`src/rtl/wb_stage_pkg.sv`:
```
// Shared definitions for the writeback stage: load opcode encodings,
// FSM state encoding and small helpers.
package wb_stage_pkg;

  typedef enum logic [2:0] {
    OP_LW      = 3'b000,
    OP_LB      = 3'b001,
    OP_LBU     = 3'b010,
    OP_LH      = 3'b011,
    OP_LHU     = 3'b100,
    OP_LWL     = 3'b101,
    OP_LWR     = 3'b110,
    OP_NONLOAD = 3'b111
  } ms_op_e;

  typedef enum logic [1:0] {
    S_IDLE      = 2'd0,
    S_WAIT_DATA = 2'd1,
    S_COMMIT    = 2'd2
  } wb_state_e;

  localparam logic [3:0] STRB_ALL = 4'b1111;

  // LWL/LWR merge with the old register value, so their data is never forwardable.
  function automatic logic is_partial_word(input ms_op_e op);
    return (op == OP_LWL) || (op == OP_LWR);
  endfunction

endpackage

```
`src/rtl/wb_stage_load_align.sv`:
```
// Combinational load data alignment: byte/halfword select and extension,
// plus LWL/LWR shifting and per-byte write strobes.
module load_align
  import wb_stage_pkg::*;
(
  input  ms_op_e      op_i,
  input  logic [1:0]  addr_lo_i,
  input  logic [31:0] rdata_i,
  output logic [3:0]  strb_o,
  output logic [31:0] data_o
);

  logic [7:0]  byte_sel;
  logic [15:0] half_sel;

  always_comb begin
    unique case (addr_lo_i)
      2'd0:    byte_sel = rdata_i[7:0];
      2'd1:    byte_sel = rdata_i[15:8];
      2'd2:    byte_sel = rdata_i[23:16];
      default: byte_sel = rdata_i[31:24];
    endcase
    half_sel = addr_lo_i[1] ? rdata_i[31:16] : rdata_i[15:0];

    strb_o = STRB_ALL;
    data_o = rdata_i;
    case (op_i)
      OP_LB:  data_o = {{24{byte_sel[7]}}, byte_sel};
      OP_LBU: data_o = {24'd0, byte_sel};
      OP_LH:  data_o = {{16{half_sel[15]}}, half_sel};
      OP_LHU: data_o = {16'd0, half_sel};
      // ~addr_lo == 3-addr_lo, so these shift by 8*(3-addr_lo)
      OP_LWL: begin
        data_o = rdata_i << {~addr_lo_i, 3'b000};
        strb_o = STRB_ALL << ~addr_lo_i;
      end
      OP_LWR: begin
        data_o = rdata_i >> {addr_lo_i, 3'b000};
        strb_o = STRB_ALL >> addr_lo_i;
      end
      default: ;
    endcase
  end

endmodule

```
`src/rtl/wb_stage.sv`:
```
// Writeback stage: holds one instruction, waits for load data when needed,
// and commits aligned per-byte GPR writes with forwarding information.
module wb_stage
  import wb_stage_pkg::*;
(
  input  logic        clk,
  input  logic        reset,
  input  logic        ms_valid,
  output logic        ms_ready,
  input  logic [31:0] ms_pc,
  input  logic [2:0]  ms_op,
  input  logic [1:0]  ms_addr_lo,
  input  logic        ms_gpr_we,
  input  logic [4:0]  ms_dest,
  input  logic [31:0] ms_result,
  input  logic [31:0] dm_rdata,
  input  logic        dm_rvalid,
  output logic [3:0]  rf_we,
  output logic [4:0]  rf_waddr,
  output logic [31:0] rf_wdata,
  output logic        fwd_valid,
  output logic [4:0]  fwd_dest,
  output logic        fwd_data_ok,
  output logic [31:0] fwd_data,
  output logic [31:0] wb_pc
);

  wb_state_e   state_q;
  logic [31:0] pc_q;
  ms_op_e      op_q;
  logic [1:0]  addr_lo_q;
  logic        gpr_we_q;
  logic [4:0]  dest_q;
  logic [31:0] data_q;
  logic [3:0]  strb_q;

  logic [3:0]  align_strb;
  logic [31:0] align_data;

  load_align u_load_align (
    .op_i      (op_q),
    .addr_lo_i (addr_lo_q),
    .rdata_i   (dm_rdata),
    .strb_o    (align_strb),
    .data_o    (align_data)
  );

  always_ff @(posedge clk) begin
    if (reset) begin
      state_q   <= S_IDLE;
      pc_q      <= '0;
      op_q      <= OP_NONLOAD;
      addr_lo_q <= '0;
      gpr_we_q  <= 1'b0;
      dest_q    <= '0;
      data_q    <= '0;
      strb_q    <= '0;
    end else begin
      case (state_q)
        S_WAIT_DATA: begin
          if (dm_rvalid) begin
            data_q  <= align_data;
            strb_q  <= align_strb;
            state_q <= S_COMMIT;
          end
        end
        default: begin
          // IDLE and COMMIT both accept; dm_rvalid is ignored here.
          if (ms_valid) begin
            pc_q      <= ms_pc;
            op_q      <= ms_op_e'(ms_op);
            addr_lo_q <= ms_addr_lo;
            gpr_we_q  <= ms_gpr_we;
            dest_q    <= ms_dest;
            if (ms_op_e'(ms_op) == OP_NONLOAD) begin
              data_q  <= ms_result;
              strb_q  <= STRB_ALL;
              state_q <= S_COMMIT;
            end else begin
              state_q <= S_WAIT_DATA;
            end
          end else begin
            state_q <= S_IDLE;
          end
        end
      endcase
    end
  end

  logic writes_gpr;
  logic in_commit;

  // Gating with reset suppresses a write in a COMMIT cycle that is being reset.
  assign writes_gpr  = gpr_we_q && (dest_q != '0);
  assign in_commit   = (state_q == S_COMMIT) && !reset;

  assign ms_ready    = (state_q != S_WAIT_DATA);
  assign rf_we       = (in_commit && writes_gpr) ? strb_q : '0;
  assign rf_waddr    = reset ? '0 : dest_q;
  assign rf_wdata    = reset ? '0 : data_q;
  assign wb_pc       = reset ? '0 : pc_q;
  assign fwd_valid   = !reset && (state_q != S_IDLE) && writes_gpr;
  assign fwd_dest    = reset ? '0 : dest_q;
  assign fwd_data_ok = in_commit && !is_partial_word(op_q);
  assign fwd_data    = reset ? '0 : data_q;

endmodule

```
`config.mk`:
```
export PLATFORM = sky130hd
export DESIGN_NAME = wb_stage
export DESIGN_NICKNAME = d
export VERILOG_FILES = /design/src/rtl/wb_stage_pkg.sv /design/src/rtl/wb_stage_load_align.sv /design/src/rtl/wb_stage.sv
export SDC_FILE = /design/constraint.sdc
export NUM_CORES = 1
export LEC_CHECK = 0
export CORE_MARGIN = 2
export CORE_UTILIZATION = 45
export CTS_BUF_LIST = sky130_fd_sc_hd__clkbuf_16
export DETAILED_ROUTE_END_ITERATION = 16
export PLACE_DENSITY_LB_ADDON = 0.08
export SLEW_MARGIN = 30
export SYNTH_ARGS = -nofsm -noshare
export SYNTH_HDL_FRONTEND = slang
export SYNTH_SLANG_ARGS = --single-unit
```
`constraint.sdc`:
```
create_clock -name clk -period 2.2 [get_ports clk]
set_input_delay 0.22 -clock clk [delete_from_list [all_inputs] [get_ports clk]]
set_output_delay 0.22 -clock clk [all_outputs]
set_load 0.01 [all_outputs]
```
Word-level counts from Yosys, hierarchy flattened:

Cells that the tools add are included.

* equal/unequal tests: 13
* shift operators: 4
* muxes and demuxes: 20
* bitwise logic cells: 2
* reductions and logical operators: 16

Operators by type and width (count)
* $mux W32: 6
* $pmux W32 S6: 1
* $shl A32 B5 Y32: 1
* $shr A32 B5 Y32: 1
* $pmux W8 S3: 1
* $mux W4: 5
* $mux W16: 1
* $eq A3 B3 Y1 const B: 4
* $mux W2: 4
* $pmux W4 S2: 1
* $eq A3 B2 Y1 const B: 2
* $logic_and A1 B1 Y1: 6
* $reduce_bool A2 Y1: 3
* $mux W5: 1
* $reduce_bool A5 Y1: 1
* $eq A2 B1 Y1 const B: 2
* $eq A2 B2 Y1 const B: 2
* $shl A4 B2 Y4 const A: 1
* $shr A4 B2 Y4 const A: 1
* $eq A3 B1 Y1 const B: 1
* $reduce_and A3 Y1: 1
* $logic_not A1 Y1: 2
* $logic_not A2 Y1: 1
* $ne A2 B1 Y1 const B: 1
* 5 further kinds: 5

* flip-flop bits (word level): 81
* input port bits: 111
* output and inout bits: 113

Depth between registers and ports, before layout:

* depth in word-level cells: 5
* depth in mapped cells: 8
* depth with buffers taken out: 6

Modules after synthesis:

From an unflattened synthesis, not the netlist that was laid out.

* cells, all modules: 763
* area total of the unflattened synthesis: 6127.1 um^2

Modules (own cells, without submodules)
* wb_stage: instances 1, cells each 531, area each 4440.5 um^2, seq. area each 1621.6 um^2
* load_align: instances 1, cells each 232, area each 1686.6 um^2, seq. area each 0.0 um^2

Worst setup path after synthesis:

Ideal clock, no wire load.

* kind: flip-flop to flip-flop
* from: reg addr_lo_q[1]
* to: reg data_q[16]
* setup time: 0.129 ns
* arrival time: 1.587 ns
* data required time: 2.071 ns
* slack: 0.484 ns
* cell stages (with the launch flop): 7
* path buffers: 1
* period minus slack after synthesis: 1.716 ns
* cells stage by stage: dfxtp_1 buf_6 mux4_2 o21ai_2 o21ai_2 a2111oi_0 nor2_1

* cells in the longest elaborated chain, start to end: 5
* elaborated cells between the ends (all ways): 11
* classes of those cells: 2 x eq/ne; 2 x shift; 5 x mux; 1 x bitwise; 1 x reduce/logical

Ends and longest elaborated chain
* start: declaration: RTL line wb_stage.sv:31 `logic [1:0] addr_lo_q;`
* start signal: assignment: RTL line wb_stage.sv:72 `addr_lo_q <= ms_addr_lo;`
* $not A2 Y2, or another cell as far along: RTL line wb_stage_load_align.sv:34 `data_o = rdata_i << {~addr_lo_i, 3'b000};`
* $shl A32 B5 Y32 or $pmux W8 S3 (tied branches): RTL line wb_stage_load_align.sv:34, wb_stage_load_align.sv:17
* $pmux W32 S6 (*): RTL line wb_stage_load_align.sv:27 `case (op_i)`
* $mux W32 (*): RTL line wb_stage.sv:61 `if (dm_rvalid) begin`
* $mux W32 (*): RTL line wb_stage.sv:59 `case (state_q)`
* end signal: assignment: RTL line wb_stage.sv:62 `data_q <= align_data;`
* end signal: assignment: RTL line wb_stage.sv:76 `data_q <= ms_result;`
* end: declaration: RTL line wb_stage.sv:34 `logic [31:0] data_q;`

Every way passes the cells marked *; elsewhere a longest branch is shown, timed or not. The select of a mux whose other input is x is not followed.
A chain may end at the register's enable or synchronous reset.

Final worst setup path:

* from: reg op_q[0]
* to: out fwd_data_ok

* cells in the longest elaborated chain, start to end: 4
* elaborated cells between the ends (all ways): 5
* classes of those cells: 2 x eq/ne; 3 x reduce/logical

Ends and longest elaborated chain
* start: declaration: RTL line wb_stage.sv:30 `ms_op_e op_q;`
* start signal: assignment: RTL line wb_stage.sv:71 `op_q <= ms_op_e'(ms_op);`
* $eq A3 B3 Y1: RTL line wb_stage_pkg.sv:26 `return (op == OP_LWL) || (op == OP_LWR);`
* $logic_or A1 B1 Y1 (*): RTL line wb_stage_pkg.sv:26
* $logic_not A1 Y1 (*): RTL line wb_stage.sv:104 `assign fwd_data_ok = in_commit && !is_partial_word(op_q);`
* $logic_and A1 B1 Y1 (*): RTL line wb_stage.sv:104
* end: declaration: RTL line wb_stage.sv:23 `output logic fwd_data_ok,`

Every way passes the cells marked *; elsewhere a longest branch is shown, timed or not.

==> key figures <==
Status
  – Status: completed

Power
  – P_leak: 2.966 nW
  – Max rail drop VDD: 377.1 uV
  – Power per cell area: 551.9 mW/mm2

Critical path
  – Reg-to-reg critical path startpoint: op_q[0]$_SDFFE_PP1P_
  – CP Capture Type: output port
  – Worst setup SP type: register
  – Crit path launch: op_q[0]$_SDFFE_PP1P_
  – Critical Path RT: 1980 ps
  – CP Max Fanout: 8
  – CP Data Arrival Time: 1880 ps
  – Crit Path Category: reg -> out

GRT
  – Total global-route track usage: 29.70%
  – Vias in the first global route: 6,210
  – GRT overflow: 0
  – First-pass GRT wire length: 31,570 um
  – Largest net degree at the start of global routing: 61
  – Initial antenna violation count: 0

Clock network
  – Clk_lat worst skew: 340 ps
  – H-tree depth: 3
  – Worst-case clock buffer depth: 2
  – Num CTS Buffers: 9
  – CTS root buf: clkbuf_16
  – Clk slew on worst S/H paths: 70 ps
  – TritonCTS clock tree: done
  – Post-CTS setup buffer count: 0
  – Sink Count: 81
  – CTS Hold Buffers Added: 0

Floorplanning
  – Core area: 0.01252 mm2
  – Top-level I/O count: 224
  – Die Footprint: 0.01361 mm2
  – Initial Utilization: 45.64%
  – Chip width: 116.7 um
  – Row count: 41
  – DIE HEIGHT: 116.7 um

Min path
  – Worst min path class: in -> reg
  – Hold path start: reset

Synth
  – Largest cells by area after synthesis: dfxtp_1 (28%), nand2_1 (7.4%), nor2b_1 (6.7%)
  – Yosys top cell area share: 28.38%
  – Number of enable flip-flop cells after synthesis: 0
  – Ys Warns: 0
  – Mapped Area: 0.005713 mm2
  – Syn avg cell area: 7.391 um2
  – #FFs+latches synth: 81
  – Top FF cell, synth: dfxtp_1
  – Ys async rst share: 0%
  – Yosys cell types: 57
  – Sequential fraction of the synthesis area: 28.38%
  – Synthesized net count: 884
  – Synth area leader: dfxtp_1
  – Cell count after synthesis: 773

STA
  – Final setup fails: 0
  – Setup_tns: 0 ps
  – Crit share post-route: 95.34%
  – Final Hold Viols: 0
  – Worst Tran Pin Value: 738.6 ps
  – Period minus WS final: 2098 ps
  – Highest Clock Rate: 0.4768 GHz
  – Clock Skew: 8.497 ps
  – Slew Limit Fails: 0
  – Unrepaired setup endpoints after global routing: false
  – Hold_ws: 200.9 ps
  – Max_slew headroom: 50.65%

Final layout
  – Most frequent cells in the layout: clkdlybuf4s50_1 (217), nand2_1 (112), dfxtp_1 (77), a21oi_1 (69), nor2b_1 (60)
  – Layout cells sized above 1: 10.16%
  – Antenna cell count: 0
  – Commonest non-fill, non-tap cell in the layout: clkdlybuf4s50_1
  – Synth-to-layout area growth: 45.66%
  – Nets: 1,061

Placement
  – Port bufs: 223
  – Gpl congestion: 0.9882
  – Detail Placement HPWL: 14,970 um

Routing
  – # DRC: 0
  – Average wire per standard cell: 17.99 um
  – Via density: 5.705
  – Iteration-0 DRC count of the detailed router: 533
  – DR pass1 iterations: 5
  – Met1 WL: 8393 um
  – DRT Wirelength: 20,280 um
  – Detail Route met2 WL: 9405 um
  – Top Metal Used: met4
  – Via Count: 6,430
  – ANT nets after route: 0
  – Wire length on met3: 1926 um

Flow run
  – Max-Cap Viols: 0
==> state kept, by name, indices dropped and copies added, names as in the netlist <==
register   count
strb_q         4
pc_q          32
op_q           3
state_q        2
dest_q         5
gpr_we_q       1
data_q        32
addr_lo_q      2
==> cell families after synthesis <==
family                 Yosys count  synth area share (%)
AND/OR/NAND/NOR                275                 23.02
AO/OA/AOI/OAI                  250                 28.82
buffers and inverters          128                 11.65
flip-flops                      81                 28.38
multiplexers                    39                 8.125
==> final cells by class <==
class	count	area (um2)
clock buffer	9	225.2
multi-input combinational	564	3436
fill	1138	4195
tap	172	215.2
inverter	22	82.58
clock inverter	7	78.83
timing repair buffer	272	2658
sequential	81	1627
==> through the flow <==
stage / utilization, % / total power, W / area (um2) / cells / worst slack (ps)
detailed placement: 64.00 / 0.003042 / 8011 / 1111 / 21.15
CTS: 66.40 / 0.004603 / 8312 / 1127 / 14.20
global route: 66.48 / 0.004803 / 8322 / 1127 / 37.26
finish: 66.48 / 0.004593 / 8322 / 1127 / 102.5
floorplan: - / 0.002402 / 5713 / 773 / 484.5
global placement: 64.00 / 0.003020 / 8011 / 1111 / 72.35
==> cells in the mapped netlist (all sizes together), types with 15 or more instances <==
cell and count:
nand2 113, dfxtp 81, buf 76, a21oi 70, nor2b 61, o21ai 58
nor2 47, clkbuf 30, o21a 26, mux2i 25, inv 22, o221ai 15
==> power breakdown <==
part | leakage, nW | switching, W | internal (W)
clock network | 0.150 | 0.000669 | 0.000894
logic | 2.15 | 0.000710 | 0.000683
registers | 0.665 | 0.0000647 | 0.00157
==> critical path, cell delays in order (launching register included) <==
cell             delay [ps]
dfxtp_1                 480
and3b_1                 270
nor3_1                  190
clkdlybuf4s50_1         600
==> routing by layer <==
layer | vias up | global-route usage (%)
li1 | 3073 | -
met4 | 0 | 13.25
met5 | - | 0
met3 | 41 | 8.511
met2 | 343 | 47.52
met1 | 2973 | 37.30
==> final timing paths <==
check,end,cells after the start,slack (ps)
worst max-delay path,fwd_data_ok,3,100
worst min-delay path,addr_lo_q[1]$_SDFFE_PP0P_,2,200
worst max register to register,data_q[0]$_SDFFE_PP0P_,6,190
worst min register to register,pc_q[7]$_SDFFE_PP0P_,2,450
==> what timing repair did <==
item | 4_1_cts | 5_1_grt
setup endpoints to repair | 6 | 8
endpoints found under the hold margin | 0 | 0
resized for setup | 6 | 4
No activity file was read; power rests on OpenSTA's default activity.
